**config.mk**
```make
export PLATFORM = sky130hd
export DESIGN_NAME = instr_dispatcher
export DESIGN_NICKNAME = d
export VERILOG_FILES = /design/src/rtl/instr_dispatcher_pkg.sv /design/src/rtl/instr_mem.sv /design/src/rtl/instr_dispatcher.sv
export SDC_FILE = /design/constraint.sdc
export NUM_CORES = 1
export LEC_CHECK = 0
export ABC_AREA = 1
export CAP_MARGIN = 20
export CORE_ASPECT_RATIO = 0.7
export CORE_MARGIN = 2
export CORE_UTILIZATION = 60
export CTS_BUF_LIST = sky130_fd_sc_hd__clkbuf_16
export DETAILED_ROUTE_END_ITERATION = 10
export PLACE_DENSITY = 0.87
export RECOVER_POWER = 25
export SYNTH_ARGS = -nofsm -noshare
export SYNTH_HDL_FRONTEND = slang
export SYNTH_SLANG_ARGS = --single-unit
```
**constraint.sdc**
```tcl
create_clock -name clock -period 7.4 [get_ports clock]
set_input_delay 1.48 -clock clock [delete_from_list [all_inputs] [get_ports clock]]
set_output_delay 1.48 -clock clock [all_outputs]
set_load 0.02 [all_outputs]
```
**src/rtl/instr_dispatcher_pkg.sv**
```systemverilog
// Shared definitions for the instruction dispatcher and the processor array.
// Latency: n/a (types and constants only).
// Backpressure: n/a.
package instr_dispatcher_pkg;

    typedef enum logic [2:0] {
        ST_IDLE,
        ST_FETCH,
        ST_WAIT,
        ST_GAP,
        ST_FINISH,
        ST_ERROR
    } state_t;

    // Bubble word placed on the bus between issues so every issue looks new
    localparam logic [15:0] NOP_INST = 16'hFFFF;

    // Field slices of the 16-bit instruction word
    localparam int PROC_MSB   = 15;
    localparam int PROC_LSB   = 14;
    localparam int OPCODE_MSB = 13;
    localparam int OPCODE_LSB = 12;
    localparam int TAG_MSB    = 11;
    localparam int TAG_LSB    = 8;
    localparam int DATA_MSB   = 7;
    localparam int DATA_LSB   = 0;

    typedef struct packed {
        logic [1:0] proc;
        logic [1:0] opcode;
        logic [3:0] tag;
        logic [7:0] data;
    } inst_t;

    // Opcodes understood by the processor modules
    localparam logic [1:0] OP_READ  = 2'b00;
    localparam logic [1:0] OP_WRITE = 2'b01;
    localparam logic [1:0] OP_EVICT = 2'b10;
    localparam logic [1:0] OP_NOP   = 2'b11;

    // Processor IDs
    localparam logic [1:0] P0 = 2'b00;
    localparam logic [1:0] P1 = 2'b01;
    localparam logic [1:0] P2 = 2'b10;

    function automatic inst_t to_inst(input logic [15:0] w);
        return inst_t'(w);
    endfunction

endpackage

```
**src/rtl/instr_mem.sv**
```systemverilog
// Program store: DEPTH x 16 single-port RAM, synchronous write, registered read.
// Latency: read data valid one cycle after re; write lands on the same edge.
// Backpressure: none; write has priority over read, rdata holds when idle.
//
// Ports: clock; we/re strobes; addr shared by read and write; wdata in; rdata out.
module instr_mem #(
    parameter int DEPTH  = 16,
    parameter int ADDR_W = 4
) (
    input  logic              clock,
    input  logic              we,
    input  logic              re,
    input  logic [ADDR_W-1:0] addr,
    input  logic [15:0]       wdata,
    output logic [15:0]       rdata
);

    logic [15:0] mem [DEPTH];

    always_ff @(posedge clock) begin
        if (we) begin
            mem[addr] <= wdata;
        end else if (re) begin
            rdata <= mem[addr];
        end
    end

endmodule

```
**src/rtl/instr_dispatcher.sv**
```systemverilog
// Broadcasts a loaded program one instruction at a time, waits for all processors to finish each.
// Latency: start -> FETCH next cycle, instruction on the bus one cycle later; FFFF bubble between issues.
// Backpressure: each issue is held until every done flag is set (after a stale first cycle); watchdog on TIMEOUT.
//
// Ports: clock/reset (sync, active-high); load_en/load_addr/load_data program write; prog_len/start run
// request; done_vec per-processor done; proc/opcode/tag/data instruction bus with inst_valid/inst_idx;
// busy/finished/error status.
module instr_dispatcher
    import instr_dispatcher_pkg::*;
#(
    parameter int NUM_PROC   = 3,
    parameter int DEPTH      = 16,
    parameter int ADDR_W     = 4,
    parameter int GAP_CYCLES = 1,
    parameter int TIMEOUT    = 64
) (
    input  logic                clock,
    input  logic                reset,
    input  logic                load_en,
    input  logic [ADDR_W-1:0]   load_addr,
    input  logic [15:0]         load_data,
    input  logic [ADDR_W:0]     prog_len,
    input  logic                start,
    input  logic [NUM_PROC-1:0] done_vec,
    output logic [1:0]          proc,
    output logic [1:0]          opcode,
    output logic [3:0]          tag,
    output logic [7:0]          data,
    output logic                inst_valid,
    output logic [ADDR_W-1:0]   inst_idx,
    output logic                busy,
    output logic                finished,
    output logic                error
);

    localparam int CNT_W = (TIMEOUT > 2) ? $clog2(TIMEOUT) : 1;
    localparam int GAP_W = (GAP_CYCLES > 1) ? $clog2(GAP_CYCLES) : 1;
    localparam logic [CNT_W-1:0]  WAIT_LAST = CNT_W'(TIMEOUT - 1);
    localparam logic [GAP_W-1:0]  GAP_LAST  = GAP_W'(GAP_CYCLES - 1);
    localparam logic [ADDR_W:0]   LEN_MAX   = (ADDR_W + 1)'(DEPTH);

    state_t            state;
    logic [ADDR_W-1:0] pc;
    logic [ADDR_W:0]   len;
    logic [CNT_W-1:0]  wait_cnt;
    logic [GAP_W-1:0]  gap_cnt;

    logic              load_ok;
    logic              mem_we;
    logic              mem_re;
    logic [ADDR_W-1:0] mem_addr;
    logic [15:0]       mem_rdata;
    logic [ADDR_W:0]   len_clamped;
    logic              last_inst;
    inst_t             cur;

    // The program may only change while no run is in flight
    assign load_ok  = (state == ST_IDLE) || (state == ST_FINISH) || (state == ST_ERROR);
    assign mem_we   = load_en && load_ok;
    assign mem_re   = (state == ST_FETCH);
    // Write and read never coincide (loads only outside FETCH), so one address port suffices
    assign mem_addr = mem_we ? load_addr : pc;

    assign len_clamped = (prog_len > LEN_MAX) ? LEN_MAX : prog_len;
    assign last_inst   = ({1'b0, pc} == (len - (ADDR_W + 1)'(1)));

    instr_mem #(
        .DEPTH  (DEPTH),
        .ADDR_W (ADDR_W)
    ) u_mem (
        .clock (clock),
        .we    (mem_we),
        .re    (mem_re),
        .addr  (mem_addr),
        .wdata (load_data),
        .rdata (mem_rdata)
    );

    // The RAM's read register is the instruction register: it is loaded in FETCH and
    // held for the whole WAIT, so the bus is a clean mux of registers.
    assign cur      = inst_valid ? to_inst(mem_rdata) : to_inst(NOP_INST);
    assign proc     = cur.proc;
    assign opcode   = cur.opcode;
    assign tag      = cur.tag;
    assign data     = cur.data;
    assign inst_idx = pc;

    always_ff @(posedge clock) begin
        if (reset) begin
            state      <= ST_IDLE;
            pc         <= '0;
            len        <= '0;
            wait_cnt   <= '0;
            gap_cnt    <= '0;
            inst_valid <= 1'b0;
            busy       <= 1'b0;
            finished   <= 1'b0;
            error      <= 1'b0;
        end else begin
            case (state)
                ST_IDLE, ST_FINISH: begin
                    if (start) begin
                        pc  <= '0;
                        len <= len_clamped;
                        if (len_clamped == '0) begin
                            state    <= ST_FINISH;
                            finished <= 1'b1;
                            busy     <= 1'b0;
                        end else begin
                            state    <= ST_FETCH;
                            finished <= 1'b0;
                            busy     <= 1'b1;
                        end
                    end
                end
                ST_FETCH: begin
                    state      <= ST_WAIT;
                    inst_valid <= 1'b1;
                    wait_cnt   <= '0;
                end
                ST_WAIT: begin
                    // done_vec still reflects the previous instruction on the first WAIT cycle
                    if ((wait_cnt != '0) && (&done_vec)) begin
                        state      <= ST_GAP;
                        inst_valid <= 1'b0;
                        gap_cnt    <= '0;
                    end else if (wait_cnt == WAIT_LAST) begin
                        state      <= ST_ERROR;
                        inst_valid <= 1'b0;
                        busy       <= 1'b0;
                        error      <= 1'b1;
                    end else begin
                        wait_cnt <= wait_cnt + CNT_W'(1);
                    end
                end
                ST_GAP: begin
                    if (gap_cnt == GAP_LAST) begin
                        if (last_inst) begin
                            state    <= ST_FINISH;
                            busy     <= 1'b0;
                            finished <= 1'b1;
                        end else begin
                            pc    <= pc + ADDR_W'(1);
                            state <= ST_FETCH;
                        end
                    end else begin
                        gap_cnt <= gap_cnt + GAP_W'(1);
                    end
                end
                ST_ERROR: begin
                    // Sticky until reset
                end
                default: begin
                    state <= ST_IDLE;
                end
            endcase
        end
    end

endmodule

```
==> reports/metrics.cfg, run 1 <==
[grt]
globalRouteOverflowTotal = 0
first_pass_grt_wire_length_mm = 49.97
grt_pass1_vias = 8945
grt_max_degree = 84
antenna_found_initial = 1
grt_util_all_layers_pct = 28.37

[routing]
post-route-drc-count = 0
detailroute.via_count = 9561
drt_iter0_drc = 1516
drt-total-wl_mm = 32.65
vias_per_std_cell = 5.805
postRouteAntennaNets = 0
first_pass_iters = 6
drt-wirelength-per-cell_um = 19.82

[sta]
min_cycle_time_layout_ns = 4.226
timing.final.setup_violations = 0
tightest_slew_ns = 1.221
setup_tns_ns = 0
rsz0062_at_grt = false
layout_worst_path_cycle_share_pct = 57.10
slew_headroom_pct = 18.60
finalMaxSlewViolations = 0
hold_viol_final = 0
final.setup_skew_ns = 0.01249
max_clock_freq_mhz = 236.7

[worst_setup_path]
reg2reg_end = u_mem.mem[1][3]
worst-setup-path-type = input pin to register
cpMaxStageDelayCell = nor2_2
critical_path.startpoint_type = input pin
crit_path_cell_trace = clkdlybuf4s50_1 > nand2_4 > nand2_1 > o21ai_4 > buf_4 > nand3_1 > nor2_2
cp_data_arrival_time_ns = 4.38
required_ns = 7.55
timing.critical_path.slowest_cell_delay_ns = 0.95
setup.worst_path.end_class = register
crit_path_max_fanout = 66
regToRegSetupSlack_ns = 4.05
crit-reg2reg-launch = state[2]
worst_r2r_path_depth = 7

[synthesis]
netlist-cell-type-count = 32
yosys_most_used_dff = edfxtp_1
asyncSetResetFlopFracSynth_pct = 0
cells_after_synth = 1317
synth_area_leaders = edfxtp_1 62%, nand2_1 16%, nand3_1 7.3%
ys_ff_latch = 294
mappedNetlistNets = 1353
synth-warning-count = 0
seq_area_frac_synth_pct = 65.67
synth_largest_area_cell = edfxtp_1
synth-edff-count = 272
synth.avg_cell_area_um2 = 9.953
yosys.area.top_type_share_pct = 62.31
mappedNetlistArea_um2 = 13110

[cts]
clk_path_buf_depth = 3
cts_buffers = 27
cts-resized-gates = 0
postCtsSetupRepairBufs = 0
numClockSinks = 294
cts_hold_repair.buffers = 0
latest_clock_arrival_within_the_worst_skew_pair_ns = 0.54
ctsHtreeMaxLevel = 1
tritoncts = built
cts_root_buf = clkbuf_16
clk_pin_slew_worst_paths_ns = 0.06

[place]
dpl.hpwl_mm = 19.49
placedCellCount = 1596
place_congestion = 0.9197
io_buffer_count = 55
placement.cell_area_um2 = 13710

[finish]
layout.cell_area.non_filler_um2 = 14550
nFillCells = 1481
drive_gt1_share_pct = 5.934
stdcell_count = 1647
synthesis_to_finish_area_growth_pct = 10.99
num-nets-final = 1380
final_core_util_pct = 67.46
antenna_cells = 0

[worst_hold_path]
hold_path_class = register to register
hold-path-endpoint = error
min-delay-start = error
number_of_instances_on_the_worst_hold_path = 2

[outcome]
status = completed

[pwr]
power_density_relative_to_cell_area_nw_per_um2 = 339.2
cellLeakagePower_nw = 5.984
irDropWorstVdd_uv = 192.4
total_power_mw = 4.935

[floorplan]
die_h_um = 127.7
boundaryPins = 56
core_region_area_um2 = 21560
full_die_area_um2 = 23060
initial_cell_density_of_the_core_pct = 60.78
chipWidth_um = 180.7
placement_rows = 45

[flow_run]
max_cap_viol_count = 0

## critical path, delay by kind of cell
family	cells	cell delay, ns
AO/OA/AOI/OAI	1	0.06
AND/OR/NAND/NOR	4	1.66
buffers and inverters	2	1.14
## cell usage after synthesis (2+ instances only)
library cell / count
dfxtp_1: 22
inv_2: 6
inv_1: 83
nand4_1: 7
nor2_4: 3
nor3_1: 3
a21oi_1: 17
buf_1: 4
buf_6: 13
buf_2: 24
o21ai_0: 10
nand2_1: 569
clkbuf_1: 10
nand2_4: 2
buf_4: 15
nand2_2: 2
edfxtp_1: 272
ha_1: 4
nand3_1: 190
xor2_1: 7
o21ai_4: 2
nor2_1: 42
## cell type report
cell class                 instances  area (µm²)  share of cell area (%)
clock buffer                      27       675.6                   4.644
timing repair buffer              65       638.1                   4.386
sequential                       294        8608                   59.17
inverter                          89       334.1                   2.296
clock inverter                    23       155.1                   1.066
tap                              282       352.8                   2.425
multi-input combinational        867        3784                   26.01
## registers in the layout, summed over array words and instances (netlist names)
register     cells
busy             1
len              5
u_mem.rdata     16
error            1
state            3
inst_valid       1
inst_idx         4
finished         1
u_mem.mem      256
wait_cnt         6
## worst max-delay path by stage
| stage | startpoint | to | depth (start not counted) |
|---|---|---|---|
| 6_report | load_en | u_mem.mem[1][3] | 7 |
| 5_1_grt | load_en | u_mem.mem[1][3] | 7 |
| 4_1_cts | load_en | u_mem.mem[7][5] | 8 |
| 3_5_place_dp | load_en | u_mem.mem[3][13] | 8 |
| 3_3_place_gp | load_en | u_mem.mem[7][1] | 8 |
| 2_1_floorplan | load_addr[0] | u_mem.mem[4][0] | 6 |
## placed cells by master (no fill, tap or decap), types with 3 or more instances in the layout
| master | instances |
|---|---|
| clkinv_1 | 9 |
| nor3_1 | 3 |
| clkinv_2 | 5 |
| nand4_1 | 7 |
| o21ai_4 | 3 |
| ha_1 | 4 |
| nand2_2 | 3 |
| nor2_4 | 3 |
| dfxtp_1 | 22 |
| edfxtp_1 | 272 |
| nor2_2 | 15 |
| o21ai_0 | 10 |
| dlygate4sd3_1 | 11 |
| inv_1 | 88 |
| xor2_1 | 7 |
| a21oi_1 | 17 |
| buf_4 | 7 |
| nand3_1 | 189 |
| clkdlybuf4s50_1 | 44 |
| nor2_1 | 28 |
| clkbuf_16 | 27 |
| inv_2 | 6 |
| nand2_1 | 568 |
## logic make-up after synthesis
| family | count (synthesis) | share of synthesized area, % |
|---|---|---|
| simple gates | 822 | 25.95 |
| flops | 294 | 65.67 |
| buf+inv | 156 | 5.899 |
| compound gates | 34 | 1.632 |
| xor+xnor | 7 | 0.4677 |
| fa+ha+maj | 4 | 0.3818 |
## layer usage
metal | GRT usage [%] | vias to the layer above | wire length (µm)
met5 | 0 | - | 0
li1 | - | 4408 | -
met3 | 5.824 | 72 | 4022
met4 | 8.918 | 0 | 1035
met2 | 43.95 | 600 | 14780
met1 | 40.99 | 4481 | 12810
## metrics by stage
stage               hold WS [ns]  setup slack [ns]
floorplan                 0.4527             3.978
global placement          0.4377             1.976
detailed placement        0.4440             1.951
CTS                       0.4543             2.498
global route              0.4652             3.035
finish                    0.4571             3.174
## where the power goes
| group | switching, mW | leakage (nW) | internal [mW] | total, mW |
|---|---|---|---|---|
| Combinational | 1.16 | 2.92 | 0.436 | 1.59 |
| Clock | 0.595 | 0.430 | 0.732 | 1.33 |
| Sequential | 0.0542 | 2.64 | 1.96 | 2.01 |
Note: power is estimated with default switching activity, not from simulation.
==> inputs of run 2 (changes only) <==
Settings changed: CORE_UTILIZATION 60 to 55, PLACE_DENSITY 0.87 to 0.84.
Clock period 7.4 ns to 3.6 ns, I/O delays scaled along.
==> reports/metrics.cfg, run 2 (synthesis gave the netlist of run 1 again) <==
[worst_setup_path]
worst-setup-path-type = register to output port
timing.critical_path.slowest_cell_delay_ns = 0.93  ; -0.02 ns
regToRegSetupSlack_ns = 1.03  ; -3.02 ns
required_ns = 2.88  ; -4.67 ns
crit_path_max_fanout = 18  ; -73%
cpMaxStageDelayCell = dfxtp_1
critical_path.startpoint_type = register
worst_r2r_path_depth = 13  ; +6
setup.worst_path.end_class = output port
crit_path_cell_trace = nand2_1 > clkdlybuf4s50_1
cp_data_arrival_time_ns = 2.34  ; -2.04 ns
crit-reg2reg-launch = state[2]
reg2reg_end = u_mem.rdata[11]

[finish]
final_common_cell = nand2_1
nFillCells = 1820  ; +23%
mostFrequentLayoutCells = 568 x nand2_1, 272 x edfxtp_1, 189 x nand3_1, 86 x inv_1, 45 x clkdlybuf4s50_1
largest_registers_in_the_final_layout = u_mem.mem: 256 flops, u_mem.rdata: 16 flops, wait_cnt: 6 flops
synthesis_to_finish_area_growth_pct = 13.55
num-nets-final = 1407  ; +2.0%
largest_reg_flops = 256  ; unchanged
final_core_util_pct = 63.28  ; -4.2 points
max_flop_register = u_mem.mem
drive_gt1_share_pct = 8.124  ; +2.2 points
layout.cell_area.non_filler_um2 = 14880  ; +2.3%
antenna_cells = 0  ; unchanged

[cts]
cts-resized-gates = 0  ; unchanged
ctsHtreeMaxLevel = 1  ; unchanged
latest_clock_arrival_within_the_worst_skew_pair_ns = 0.55  ; about the same
postCtsSetupRepairBufs = 0  ; unchanged
cts_root_buf = clkbuf_16
clk_path_buf_depth = 3  ; unchanged
cts_hold_repair.buffers = 0  ; unchanged
tritoncts = built
clk_pin_slew_worst_paths_ns = 0.07  ; about the same
cts_buffers = 27  ; unchanged
numClockSinks = 294  ; unchanged

[grt]
grt_pass1_vias = 9661  ; +8.0%
first_pass_grt_wire_length_mm = 52.45  ; +5.0%
grt_max_degree = 113  ; +35%
globalRouteOverflowTotal = 0  ; unchanged
grt_util_all_layers_pct = 26.93  ; -1.4 points
antenna_found_initial = 0  ; -1

[routing]
detailroute.via_count = 9623  ; +0.65%
drt-total-wl_mm = 33.11  ; +1.4%
first_pass_iters = 5  ; -1
post-route-drc-count = 0  ; unchanged
drt-wirelength-per-cell_um = 19.38  ; -2.3%
vias_per_std_cell = 5.631  ; -3.0%
postRouteAntennaNets = 0  ; unchanged
drt_iter0_drc = 1250  ; -18%

[sta]
timing.final.setup_violations = 0  ; unchanged
layout_worst_path_cycle_share_pct = 85.10
setup_tns_ns = 0  ; unchanged
max_clock_freq_mhz = 326.4
tightest_slew_ns = 1.086  ; -0.1349 ns
min_cycle_time_layout_ns = 3.064
finalMaxSlewViolations = 0  ; unchanged
rsz0062_at_grt = false
hold_viol_final = 0  ; unchanged
final.setup_skew_ns = 0.02419  ; +0.01170 ns
final.setup.worst_slack_ns = 0.5363  ; -2.638 ns
slew_headroom_pct = 27.20  ; +8.6 points

[place]
io_buffer_count = 55  ; unchanged
placement.cell_area_um2 = 14030  ; +2.4%
pre_cts_slack_ns = 0.5010  ; -1.450 ns
place_congestion = 0.8590  ; -6.6%
dpl.hpwl_mm = 19.39  ; -0.50%

[flow_run]
max_cap_viol_count = 0  ; unchanged

[floorplan]
full_die_area_um2 = 25100  ; +8.8%
placement_rows = 47  ; +4.4%
initial_cell_density_of_the_core_pct = 55.72  ; -5.1 points
core_region_area_um2 = 23520  ; +9.1%
boundaryPins = 56  ; unchanged
die_h_um = 133.2  ; +4.3%
chipWidth_um = 188.5  ; +4.3%

[worst_hold_path]
hold_path_class = register to register
number_of_instances_on_the_worst_hold_path = 2  ; unchanged
hold-path-endpoint = error
min-delay-start = error

[outcome]
status = completed

[pwr]
irDropWorstVdd_uv = 458.4  ; +140%
cellLeakagePower_nw = 6.157  ; +2.9%
power_density_relative_to_cell_area_nw_per_um2 = 688.3  ; +100%

## run 2: changes by cell type in the layout (fill, tap and decap cells not counted), sizes merged
cell and delta:
buf +28, bufinv +1, clkbuf -1, clkdlybuf4s50 +1, clkinvlp +1, dlygate4sd3 -1
inv -3
## run 2: per-stage QoR
stage | hold WS [ns] | cells | power (mW)
2_1_floorplan | 0.4527 | 1317 | 6.509
3_3_place_gp | 0.4413 | 1660 | 7.358
3_5_place_dp | 0.4485 | 1660 | 7.461
4_1_cts | 0.4589 | 1709 | 10.23
5_1_grt | 0.4808 | 1709 | 10.79
6_report | 0.4588 | 1709 | 10.25
## run 2: area by class of cell
cell class	instances	area, µm²	share of cell area, %
well taps	318	397.9	2.673
clock inverters	22	176.4	1.185
inverters	89	334.1	2.244
flip-flops and latches	294	8608	57.83
clock buffers	27	675.6	4.539
repair buffers	92	903.4	6.069
multi-input cells	867	3789	25.45
## run 2: worst max-delay path by stage
| stage | from | end | slack, ns | depth (start not counted) |
|---|---|---|---|---|
| after global routing | inst_valid | data[5] | 0.50 | 2 |
| after floorplan | load_addr[0] | u_mem.mem[4][0] | 0.94 | 6 |
| after CTS | inst_valid | data[5] | 0.60 | 2 |
| final | inst_valid | tag[1] | 0.54 | 2 |
| after detailed placement | load_en | u_mem.rdata[14] | 0.50 | 12 |
| after global placement | load_en | u_mem.rdata[14] | 0.57 | 12 |
## run 2: critical path: cells and delay by family, from the launching register on
kind | cells | cell delay (ns)
buffers and inverters | 1 | 0.61
and+or+nand+nor | 1 | 0.27
DFF | 1 | 0.93
## run 2: layer usage
| metal | up-vias | part of all wire, % | global-route usage [%] |
|---|---|---|---|
| met5 | - | 0 | 0 |
| met1 | 4538 | 40 | 37.16 |
| met3 | 64 | 12 | 6.059 |
| met2 | 552 | 46 | 43.63 |
| li1 | 4469 | - | - |
| met4 | 0 | 2.5 | 7.378 |
## run 2: power breakdown
group	switching, mW	total [mW]	internal, mW
Clock	1.20	2.78	1.57
Combinational	2.34	3.32	0.982
Sequential	0.123	4.15	4.03
Total	3.66	10.2	6.58
